===== config.mk =====
export PLATFORM = sky130hd
export DESIGN_NAME = dvi_mode_ctrl
export DESIGN_NICKNAME = d
export VERILOG_FILES = /design/src/rtl/dvi_mode_ctrl.sv
export SDC_FILE = /design/constraint.sdc
export NUM_CORES = 1
export LEC_CHECK = 0
export CORE_UTILIZATION = 45
export CTS_BUF_LIST = sky130_fd_sc_hd__clkbuf_16
export CTS_CLUSTER_DIAMETER = 80
export DETAILED_ROUTE_END_ITERATION = 10
export GPL_TIMING_DRIVEN = 0
export PLACE_DENSITY_LB_ADDON = 0.3
export SYNTH_ARGS = -nofsm -noshare
export SYNTH_HDL_FRONTEND = slang
export SYNTH_SLANG_ARGS = --single-unit
export TNS_END_PERCENT = 50

===== constraint.sdc =====
create_clock -name i_pix_clk -period 2.7 [get_ports i_pix_clk]
set_input_delay 0.54 -clock i_pix_clk [delete_from_list [all_inputs] [get_ports i_pix_clk]]
set_output_delay 0.54 -clock i_pix_clk [all_outputs]
set_load 0.05 [all_outputs]

===== src/rtl/dvi_mode_ctrl.sv =====
// Mode controller for the DVI timing generator: holds the video mode table and
// sequences glitch-free mode changes (frame align, generator reset hold, blanking).
module dvi_mode_ctrl #(
    parameter int unsigned DEFAULT_MODE  = 0,
    parameter int unsigned SETTLE_CYC    = 8,
    parameter logic [23:0] FRAME_TIMEOUT = 24'd2_000_000
) (
    input  logic        i_pix_clk,
    input  logic        i_rst_n,
    input  logic        i_req,
    input  logic [1:0]  i_mode,
    input  logic        i_frame,
    output logic        o_ready,
    output logic        o_done,
    output logic        o_timeout,
    output logic [1:0]  o_mode,
    output logic        o_tg_rst,
    output logic        o_blank,
    output logic [15:0] o_h_res,
    output logic [15:0] o_h_fp,
    output logic [15:0] o_h_sync,
    output logic [15:0] o_h_bp,
    output logic [15:0] o_v_res,
    output logic [15:0] o_v_fp,
    output logic [15:0] o_v_sync,
    output logic [15:0] o_v_bp,
    output logic        o_h_pol,
    output logic        o_v_pol
);

    localparam int unsigned TW = 16;
    localparam logic [1:0]  DEF_MODE    = 2'(DEFAULT_MODE);
    localparam logic [7:0]  SETTLE_LAST = 8'(SETTLE_CYC - 1);
    localparam logic [23:0] WAIT_LAST   = FRAME_TIMEOUT - 24'd1;

    typedef struct packed {
        logic [TW-1:0] h_res;
        logic [TW-1:0] h_fp;
        logic [TW-1:0] h_sync;
        logic [TW-1:0] h_bp;
        logic [TW-1:0] v_res;
        logic [TW-1:0] v_fp;
        logic [TW-1:0] v_sync;
        logic [TW-1:0] v_bp;
        logic          h_pol;
        logic          v_pol;
    } timing_t;

    typedef enum logic [2:0] {
        S_IDLE,
        S_WAIT_FRM,
        S_LOAD,
        S_SETTLE,
        S_WAIT_FIRST
    } state_t;

    // Video mode table
    function automatic timing_t mode_timing(input logic [1:0] m);
        timing_t t;
        case (m)
            2'd0:    t = '{16'd640,  16'd16,  16'd96,  16'd48,  16'd480, 16'd10, 16'd2, 16'd33, 1'b0, 1'b0};
            2'd1:    t = '{16'd800,  16'd40,  16'd128, 16'd88,  16'd600, 16'd1,  16'd4, 16'd23, 1'b1, 1'b1};
            2'd2:    t = '{16'd1280, 16'd110, 16'd40,  16'd220, 16'd720, 16'd5,  16'd5, 16'd20, 1'b1, 1'b1};
            default: t = '{16'd1024, 16'd24,  16'd136, 16'd160, 16'd768, 16'd3,  16'd6, 16'd29, 1'b0, 1'b0};
        endcase
        return t;
    endfunction

    state_t      state, state_nxt;
    logic [1:0]  mode_req, mode_req_nxt;
    logic [23:0] wcnt, wcnt_nxt;
    logic [7:0]  scnt, scnt_nxt;
    logic        ready_nxt, done_nxt, timeout_nxt, tg_rst_nxt, blank_nxt;
    logic        load;
    timing_t     tim;

    // Next-state and registered-output decode
    always_comb begin
        state_nxt    = state;
        mode_req_nxt = mode_req;
        wcnt_nxt     = wcnt;
        scnt_nxt     = scnt;
        ready_nxt    = 1'b0;
        done_nxt     = 1'b0;
        timeout_nxt  = o_timeout;
        tg_rst_nxt   = o_tg_rst;
        blank_nxt    = o_blank;
        load         = 1'b0;

        case (state)
            S_IDLE: begin
                ready_nxt = 1'b1;
                if (i_req) begin
                    mode_req_nxt = i_mode;
                    timeout_nxt  = 1'b0;
                    wcnt_nxt     = '0;
                    ready_nxt    = 1'b0;
                    state_nxt    = S_WAIT_FRM;
                end
            end
            S_WAIT_FRM: begin
                if (i_frame) begin
                    load = 1'b1;
                end else if (wcnt == WAIT_LAST) begin
                    load        = 1'b1;
                    timeout_nxt = 1'b1;
                end else begin
                    wcnt_nxt = wcnt + 24'd1;
                end
            end
            S_LOAD: begin
                scnt_nxt  = 8'd1;
                state_nxt = S_SETTLE;
            end
            S_SETTLE: begin
                // LOAD cycle counts as the first reset-hold cycle
                if (scnt == SETTLE_LAST) begin
                    tg_rst_nxt = 1'b0;
                    state_nxt  = S_WAIT_FIRST;
                end else begin
                    scnt_nxt = scnt + 8'd1;
                end
            end
            S_WAIT_FIRST: begin
                if (i_frame) begin
                    blank_nxt = 1'b0;
                    done_nxt  = 1'b1;
                    ready_nxt = 1'b1;
                    state_nxt = S_IDLE;
                end
            end
            default: state_nxt = S_IDLE;
        endcase

        if (load) begin
            tg_rst_nxt = 1'b1;
            blank_nxt  = 1'b1;
            scnt_nxt   = '0;
            state_nxt  = S_LOAD;
        end
    end

    // State and output registers; reset lands directly in a loaded default mode
    always_ff @(posedge i_pix_clk or negedge i_rst_n) begin
        if (!i_rst_n) begin
            state     <= S_LOAD;
            mode_req  <= DEF_MODE;
            wcnt      <= '0;
            scnt      <= '0;
            o_ready   <= 1'b0;
            o_done    <= 1'b0;
            o_timeout <= 1'b0;
            o_tg_rst  <= 1'b1;
            o_blank   <= 1'b1;
            o_mode    <= DEF_MODE;
            tim       <= mode_timing(DEF_MODE);
        end else begin
            state     <= state_nxt;
            mode_req  <= mode_req_nxt;
            wcnt      <= wcnt_nxt;
            scnt      <= scnt_nxt;
            o_ready   <= ready_nxt;
            o_done    <= done_nxt;
            o_timeout <= timeout_nxt;
            o_tg_rst  <= tg_rst_nxt;
            o_blank   <= blank_nxt;
            if (load) begin
                o_mode <= mode_req;
                tim    <= mode_timing(mode_req);
            end
        end
    end

    assign o_h_res  = tim.h_res;
    assign o_h_fp   = tim.h_fp;
    assign o_h_sync = tim.h_sync;
    assign o_h_bp   = tim.h_bp;
    assign o_v_res  = tim.v_res;
    assign o_v_fp   = tim.v_fp;
    assign o_v_sync = tim.v_sync;
    assign o_v_bp   = tim.v_bp;
    assign o_h_pol  = tim.h_pol;
    assign o_v_pol  = tim.v_pol;

endmodule


==> results.txt <==
The pin count of the biggest net entering global routing came out at 31. The number of hold-repair buffers added at the cts stage came out at 0. The clock transition at the registers of the reported paths is 0.05 ns. The flow ran to the end, and the final reports show no timing, DRC or antenna violations. The average instance in the mapped netlist occupies 9.496 sq um.

The number of H-tree levels is 3. Gates resized during post-CTS repair numbered 0. The post-synthesis cell type count is 52. Compared with the post-synthesis result, the final layout area differs by 34.71%. The area share of the largest cell type after synthesis is 0.3147.

The number of buffers added on ports is 55. The synthesized netlist occupies a cell area of 3817 sq um. The I/O pin count came out at 143.

Setup violations remaining at the end of the flow were counted as 0. In the synthesized netlist the async set-or-reset flop fraction comes to 1.000. The number of antenna violations at the first check in global routing is 0.

The net count of the finished layout came out at 569. The worst setup path is launched from an input pin. The sequential-to-total area share from yosys stat is 0.3766. Among all cell types in the netlist, the one instantiated most often is buf_4. The TritonCTS clock tree is yes. The number of global-route vias before repair came out at 2491.

The number of sinks on the clock net is 57. The die covers 8856 sq um. The die is 94.11 um tall. The final core utilization is 0.6259. The clock network latency to the later pin of the worst-skew pair is 0.33 ns. The critical path capture point type is a register. The buffer depth of the longest clock path came out at 2. Across all layers, the routed design uses 2892 vias.

The overall overflow remaining after global route came out at 0. The start-to-end type of the worst setup path is input pin to register. The total routing resource utilization after global routing is 0.1727.

Yosys attributes the largest share of cell area to dfrtp_1, buf_4, dfstp_2. The estimated wirelength of the detail-placed design came out at 5500 um. The tool flagged a number of max-cap violations equal to 0.

The total length of routed wires is 7377 um. Of all cell types, the one taking the most synthesized area is dfrtp_1. The placeable core region is 8217 sq um.

Sorting the synthesized cells by how often they occur yields buf_4, dfrtp_1, nand2_1. The routability-driven placement congestion ratio came out at 0.9047. For the finished layout, the period the worst path requires is 2.350 ns. Once placement finished, the instance area stood at 4837 sq um. The count of antenna diodes in the layout came out at 0. The post-layout worst setup margin is 0.3501 ns. Clock skew on the completed layout was measured at 0.008055 ns. The largest fanout on the critical path is 4. The final routed DRC violation total came out at 0. The initial cell density of the core is 0.4646. The total non-filler cell area in the finished layout came out at 5142 sq um. The maximum achievable frequency is 0.4256 GHz.

The count of antenna-violating nets left after detailed routing came out at 0. In this run the horizontal extent of the chip is 94.11 um. The data required time of the worst path is 2.94 ns. The worst endpoint data arrival time is 2.59 ns.

The number of violations reported at the end of detailed-routing iteration 0 came out at 124. Summing internal, switching and leakage power gives 5.764 mW. Setup repair after global routing left no endpoint under its margin. Row generation in the floorplan step produced 33 rows.

Summed over all cells, the static leakage comes to 2.637 nW. Buffers added to address setup during post-CTS repair amount to 0. Among all flip-flop cells after synthesis, the most frequent one is dfrtp_1.

The number of enable flip-flop cells after synthesis is 0. Before CTS, the worst setup slack after placement is 0.06157 ns. VDD sags by at most 0.3916 mV.

The total count of max-transition violations in the final report is 0. The clock buffer count from CTS came out at 9. In this run the clock root is driven by a clkbuf_16. Counting flops and latches in the post-synthesis netlist gives 57. The detailed-route wire length per cell came out at 11.09 um. The final number of hold-violating endpoints came out at 0. At the pin with the least slew margin, the transition time is 0.6535 ns.

The power density normalized to cell area is 1121 nW/um^2. In this run the tightest slew margin relative to its limit is 0.5643. Fill cells in the final layout number 677.

The worst hold path belongs to the class input pin to async pin. The fraction of layout instances using a drive strength above 1 came out at 0.2964. The first-pass GRT wire length is 11900 um. Before antenna repair, the detailed router went through 4 iterations. The number of warning messages in the yosys log came out at 0. The detail-routed via count per cell is 4.349. The period utilization is 0.8703.

The cell count after synthesis is 402.
[stage by stage]
stage | setup TNS [ns] | hold WS [ns] | cells
6_report | 0 | 0.2381 | 665
3_3_place_gp | -33.40 | 0.4457 | 648
5_1_grt | 0 | 0.2872 | 665
3_5_place_dp | 0 | 0.4537 | 649
2_1_floorplan | 0 | 0.2444 | 488
4_1_cts | 0 | 0.2534 | 665
[logic make-up (layout without fill, tap and decap cells)]
kind of cell / Yosys count / after routing / share of synthesized area
adder cells (fa/ha/maj): 8 / 8 / 0.02622
other: 1 / 87 / 0.0009823
AND/OR/NAND/NOR: 117 / 117 / 0.1750
flip-flops: 57 / 57 / 0.3766
buffers and inverters: 140 / 212 / 0.2576
multiplexers: 16 / 16 / 0.04490
XOR/XNOR: 15 / 15 / 0.03441
AO/OA/AOI/OAI: 48 / 48 / 0.08424
[report_power, final]
| group | switching (mW) | internal, mW |
|---|---|---|
| registers | 0.181 | 1.08 |
| logic | 2.14 | 1.20 |
| clock network | 0.370 | 0.790 |
[per-layer routing]
layer / vias up / GRT usage / wire length, um / part of all wire
li1: 1476 / - / - / -
met1: 1299 / 0.2248 / 3291 / 0.45
met2: 107 / 0.2780 / 3569 / 0.48
met3: 10 / 0.04854 / 432 / 0.059
met4: 0 / 0.05128 / 83 / 0.011
met5: - / 0 / 0 / 0
[cell usage in the layout (no fill, tap or decap), drive strengths merged, types with 5 or more instances in the layout]
cell             n
mux2             9
xnor2            5
and3             6
clkdlybuf4s50   54
nand2           28
nand3            8
conb            87
or3             11
dfstp            9
a21oi           16
buf            124
mux2i            7
clkbuf          13
nand4           12
ha               8
o21ai           19
or4              5
nor2            24
dfrtp           48
o31ai            5
inv             16
xor2            10
[registers in the layout, summed over array words and instances (netlist names), 2 cells and up]
signal    cells
o_h_res       4
mode_req      2
wcnt         24
o_mode        2
o_h_sync      3
state         3
scnt          8
o_v_bp        2
o_v_fp        3
[critical path, cell delays in order]
cell and delay (ns):
clkdlybuf4s50_1 0.53, nor2b_1 0.29, o21ai_1 0.22, or4_1 0.55
or3_1 0.31, a21oi_1 0.15
[final timing paths]
kind                            startpoint        end  slack, ns  cells past startpoint
worst min register to register     o_blank    o_blank       0.46                      2
worst min-delay path               i_rst_n    scnt[7]       0.24                      1
min in group i_pix_clk             o_blank    o_blank       0.46                      2
max in group asynchronous          i_rst_n  o_v_fp[1]       1.80                      2
worst max-delay path                 i_req   wcnt[19]       0.35                      6
worst max register to register     wcnt[0]    wcnt[3]       0.39                      7
[layout make-up]
class	instances	area [sq um]	area share
buffer	126	930.9	0.1810
clock buffer	9	225.2	0.04380
clock inverter	7	80.08	0.01557
inverter	14	52.55	0.01022
multi-input combinational	291	1719	0.3343
sequential	57	1438	0.2796
tap	105	131.4	0.02555
timing repair buffer	56	565.5	0.1100
Note: power is estimated with default switching activity, not from simulation.
